### src/rtl/dmem_arbiter.sv
// Round-robin sequencer for the shared data-memory port: core (source 0) and DMA loader (source 1).
// Each access runs IDLE -> ACCESS -> DONE; the owner's ack is high for the single DONE cycle.
module dmem_arbiter #(
  parameter int AW = 8,
  parameter int DW = 8
) (
  input  logic          CLK,
  input  logic          reset,
  input  logic          cpu_req,
  input  logic          cpu_we,
  input  logic [AW-1:0] cpu_addr,
  input  logic [DW-1:0] cpu_wdata,
  output logic [DW-1:0] cpu_rdata,
  output logic          cpu_ack,
  output logic          cpu_stall,
  input  logic          dma_req,
  input  logic          dma_we,
  input  logic [AW-1:0] dma_addr,
  input  logic [DW-1:0] dma_wdata,
  output logic [DW-1:0] dma_rdata,
  output logic          dma_ack,
  output logic [AW-1:0] mem_addr,
  output logic [DW-1:0] mem_wdata,
  output logic          mem_rd_en,
  output logic          mem_wr_en,
  input  logic [DW-1:0] mem_rdata,
  output logic          last_grant,
  output logic [1:0]    dbg_state
);

  typedef enum logic [1:0] {
    IDLE   = 2'd0,
    ACCESS = 2'd1,
    DONE   = 2'd2
  } state_t;

  state_t        state_q, state_d;
  logic          owner_q, owner_d;
  logic          we_q, we_d;
  logic [AW-1:0] addr_q, addr_d;
  logic [DW-1:0] wdata_q, wdata_d;
  logic          last_grant_q, last_grant_d;
  logic [DW-1:0] cpu_rdata_q, cpu_rdata_d;
  logic [DW-1:0] dma_rdata_q, dma_rdata_d;
  logic          cpu_ack_q, cpu_ack_d;
  logic          dma_ack_q, dma_ack_d;
  logic          grant_dma;

  always_comb begin
    state_d      = state_q;
    owner_d      = owner_q;
    we_d         = we_q;
    addr_d       = addr_q;
    wdata_d      = wdata_q;
    last_grant_d = last_grant_q;
    cpu_rdata_d  = cpu_rdata_q;
    dma_rdata_d  = dma_rdata_q;
    cpu_ack_d    = 1'b0;
    dma_ack_d    = 1'b0;
    grant_dma    = 1'b0;
    case (state_q)
      IDLE: begin
        // On a tie the requester that did not win last time takes the port.
        grant_dma = dma_req & (~cpu_req | ~last_grant_q);
        if (cpu_req | dma_req) begin
          owner_d      = grant_dma;
          last_grant_d = grant_dma;
          we_d         = grant_dma ? dma_we    : cpu_we;
          addr_d       = grant_dma ? dma_addr  : cpu_addr;
          wdata_d      = grant_dma ? dma_wdata : cpu_wdata;
          state_d      = ACCESS;
        end
      end
      ACCESS: begin
        if (!we_q) begin
          if (owner_q) dma_rdata_d = mem_rdata;
          else         cpu_rdata_d = mem_rdata;
        end
        cpu_ack_d = ~owner_q;
        dma_ack_d = owner_q;
        state_d   = DONE;
      end
      DONE:    state_d = IDLE;
      default: state_d = IDLE;
    endcase
  end

  always_ff @(posedge CLK) begin
    if (!reset) begin
      state_q      <= IDLE;
      owner_q      <= 1'b0;
      we_q         <= 1'b0;
      addr_q       <= '0;
      wdata_q      <= '0;
      last_grant_q <= 1'b1;
      cpu_rdata_q  <= '0;
      dma_rdata_q  <= '0;
      cpu_ack_q    <= 1'b0;
      dma_ack_q    <= 1'b0;
    end else begin
      state_q      <= state_d;
      owner_q      <= owner_d;
      we_q         <= we_d;
      addr_q       <= addr_d;
      wdata_q      <= wdata_d;
      last_grant_q <= last_grant_d;
      cpu_rdata_q  <= cpu_rdata_d;
      dma_rdata_q  <= dma_rdata_d;
      cpu_ack_q    <= cpu_ack_d;
      dma_ack_q    <= dma_ack_d;
    end
  end

  // Enables are gated by reset so a write caught mid-ACCESS can never commit.
  assign mem_wr_en  = reset & (state_q == ACCESS) &  we_q;
  assign mem_rd_en  = reset & (state_q == ACCESS) & ~we_q;
  assign mem_addr   = addr_q;
  assign mem_wdata  = wdata_q;
  assign cpu_rdata  = cpu_rdata_q;
  assign dma_rdata  = dma_rdata_q;
  assign cpu_ack    = cpu_ack_q;
  assign dma_ack    = dma_ack_q;
  assign cpu_stall  = cpu_req & ~cpu_ack_q;
  assign last_grant = last_grant_q;
  assign dbg_state  = state_q;

endmodule

### config.mk
export PLATFORM = sky130hd
export DESIGN_NAME = dmem_arbiter
export DESIGN_NICKNAME = d
export VERILOG_FILES = /design/src/rtl/dmem_arbiter.sv
export SDC_FILE = /design/constraint.sdc
export NUM_CORES = 1
export LEC_CHECK = 0
export CORE_MARGIN = 10
export CORE_UTILIZATION = 41
export CTS_BUF_LIST = sky130_fd_sc_hd__clkbuf_2
export DETAILED_ROUTE_END_ITERATION = 12
export PLACE_DENSITY = 0.88
export SLEW_MARGIN = 20
export SYNTH_ARGS = -nofsm -noshare
export SYNTH_HDL_FRONTEND = slang
export SYNTH_SLANG_ARGS = --single-unit
export TNS_END_PERCENT = 1
### constraint.sdc
create_clock -name CLK -period 1.6 [get_ports CLK]
set_input_delay 0.32 -clock CLK [delete_from_list [all_inputs] [get_ports CLK]]
set_output_delay 0.32 -clock CLK [all_outputs]
set_load 0.005 [all_outputs]
==> results.cfg, run 1 <==
[setup_path]
reg2reg_from = dbg_state[0]
setup.worst_path.start = dbg_state[0]
startpoint_type = flop
path_max_fanout = 4
critPathArrivalTime_ns = 1.25
crit_path_end = mem_wr_en
r2r_cells = 6
r2r-end = cpu_rdata[2]
critPathKind = reg2out
end_kind = primary output
r2r_setup_slack_ns = 0.09
cp.required_ns = 1.28

[clock_network]
path_clk_slew_ns = 0.20
clkLatencyLatePin_ns = 0.39
clock-sinks = 39
postCtsHoldBufs = 0
htreeDepth = 2
cts_tree = built
clk_path_buf_depth = 2
cts-buffers-inserted = 5
clockRootBuffer = clkbuf_2

[run_status]
status = complete, no violations

[final_layout]
nets = 327
seqCellArea_um2 = 828
fin_area_um2 = 2820
multi_input_area_um2 = 803
num_antenna_cells = 0
syn2layout_area_growth_pct = 68.0
layout-drive-gt1-share = 0.337
final.fill_count = 313

[yosys]
ys_ff_latch = 39
synth.avg_cell_area_um2 = 9.08
synthTopCellsByArea = dfxtp_1 (46%), nand2_1 (9.4%), a311oi_2 (8.0%), a21oi_1 (5.4%), nand3_1 (4.5%)
async_flop_share = 0
synth_enable_flop_cells = 0
synth_top_area_frac = 0.465
synth_flop_cell = dfxtp_1
yosys_warnings = 0
postSynthCellCount = 185
synth_common_cells = nand2_1 (42), dfxtp_1 (39), a21oi_1 (18)
netlist_area_um2 = 1680
synth.distinct_cells = 28
synth-seq-area-share = 0.465
yosysTopAreaCell = dfxtp_1
syn_nets = 231
yosysMostFrequentCell = nand2_1

[placement]
place_congestion = 0.780
io_buffer_count = 85
place_area_um2 = 2670
hpwl_um = 4090

[die]
boundaryPins = 86
die_w_um = 84.0
core_um2 = 3970
core.rowCount = 23
start_util = 0.423
die_area_um2 = 7060
fp.dieH_um = 84.0

[job]
maxCapViolations = 0

[global_routing]
antenna_found_initial = 0
gr-usage-all-layers = 0.144
grt_max_degree = 27
grt_pass1_vias = 1743
grt_pass1_wl_um = 8560
grt-ovfl-total = 0

[timing]
hold_violations = 0
skew_ns = 0.00466
slew_headroom = 0.821
worstMarginPinSlew_ns = 0.268
fin_crit_ns = 1.57
setup_viol = 0
rsz0062_at_grt = yes
finalCritPeriodShare = 0.980
fmax_ghz = 0.638
drv_slew = 0
fin_tns_setup_ns = 0

[worst_hold_path]
hp-class = in2reg

[routing]
drt_drc_violations_left = 0
vias_per_cell = 5.13
drt_iter0_markers = 105
first_pass_iters = 6
wl_per_cell_um = 16.3
wirelength_um = 5410
vias = 1704
ant_nets = 0

[power]
p_per_area_nw_per_um2 = 876
ir_drop_mv = 0.479
power.total_mw = 2.47
p_leak_nw = 1.30
[worst min path at each step]
stage              endpoint          from  depth (start not counted)
2_1_floorplan       cpu_ack       owner_q                          1
3_3_place_gp   cpu_rdata[6]  cpu_rdata[6]                          2
3_5_place_dp   cpu_rdata[7]  cpu_rdata[7]                          2
4_1_cts         mem_addr[2]         reset                          4
5_1_grt         mem_addr[6]   cpu_addr[6]                          3
6_report        mem_addr[2]         reset                          4
[report_power, final]
part / total [mW] / switching, mW / internal (mW)
Sequential: 1.11 / 0.0431 / 1.06
Combinational: 0.607 / 0.264 / 0.343
Clock: 0.759 / 0.339 / 0.420
Total: 2.47 / 0.646 / 1.83
[what timing repair did]
item	in CTS	in global routing
setup endpoints to repair	39	8
buffers inserted	1	2
pin swaps	1	1
resized for setup	78	14
endpoints found under the hold margin	0	0
[cell type report]
cell class	instances	share of cell area
timing repair buffer	107	0.364
multi-input combinational	126	0.285
inverter	2	0.00266
sequential	39	0.294
clock buffer	5	0.00887
clock inverter	3	0.0239
tap	50	0.0222
[critical path: stages (launching register included)]
cell and delay (ns):
dfxtp_2 0.40, nor3b_4 0.21, and2_4 0.17, buf_6 0.09
[placed cells by master (no fill, tap or decap), types with 2 or more instances in the layout]
cell type / instances
dfxtp_1: 3
o21ai_0: 8
nor2b_1: 2
clkdlybuf4s50_1: 44
bufinv_16: 2
a21bo_2: 2
nand2_1: 42
nand3_2: 2
o21ai_2: 8
nand3_1: 15
a311oi_1: 8
dfxtp_2: 35
buf_4: 18
clkbuf_2: 5
dlygate4sd2_1: 33
a21oi_1: 18
dlymetal6s2s_1: 6
buf_6: 2
buf_12: 3
a311oi_2: 9
[metrics by stage]
step	utilization	worst slack (ns)	hold WS [ns]	instances
2_1_floorplan	-	0.259	0.433	185
4_1_cts	0.698	-0.106	0.406	330
6_report	0.710	0.0321	0.469	332
3_3_place_gp	0.671	-0.524	0.446	321
5_1_grt	0.710	-0.0567	0.431	332
3_5_place_dp	0.671	-0.539	0.466	321
[logic make-up after synthesis]
group | after synthesis | share of synthesized area
simple gates | 71 | 0.202
compound gates | 55 | 0.265
buf+inv | 20 | 0.0686
flops | 39 | 0.465
[flip-flops by register name, summed over array words and instances, names as in the netlist]
| name | flops |
|---|---|
| last_grant | 1 |
| dbg_state | 2 |
| dma_ack | 1 |
| dma_rdata | 8 |
| cpu_ack | 1 |
| we_q | 1 |
| mem_addr | 8 |
| owner_q | 1 |
| cpu_rdata | 8 |
| mem_wdata | 8 |
[metal layers]
metal | global-route usage | vias up | routed length, µm
met3 | 0.0664 | 6 | 434
met4 | 0.0335 | 0 | 42
met1 | 0.155 | 778 | 2190
met5 | 0 | - | 0
li1 | - | 853 | -
met2 | 0.252 | 67 | 2740
Power figures use the tool's default switching activity.
==> inputs of run 2 (changes only) <==
--- a/config.mk
+++ b/config.mk
@@ -10,7 +10,7 @@
 export CTS_BUF_LIST = sky130_fd_sc_hd__clkbuf_2
 export DETAILED_ROUTE_END_ITERATION = 12
 export PLACE_DENSITY = 0.88
-export SLEW_MARGIN = 20
+export SLEW_MARGIN = 0
 export SYNTH_ARGS = -nofsm -noshare
 export SYNTH_HDL_FRONTEND = slang
 export SYNTH_SLANG_ARGS = --single-unit
==> results of run 2 <==
The final DEF is identical to that of run 1; final timing and power are the same.
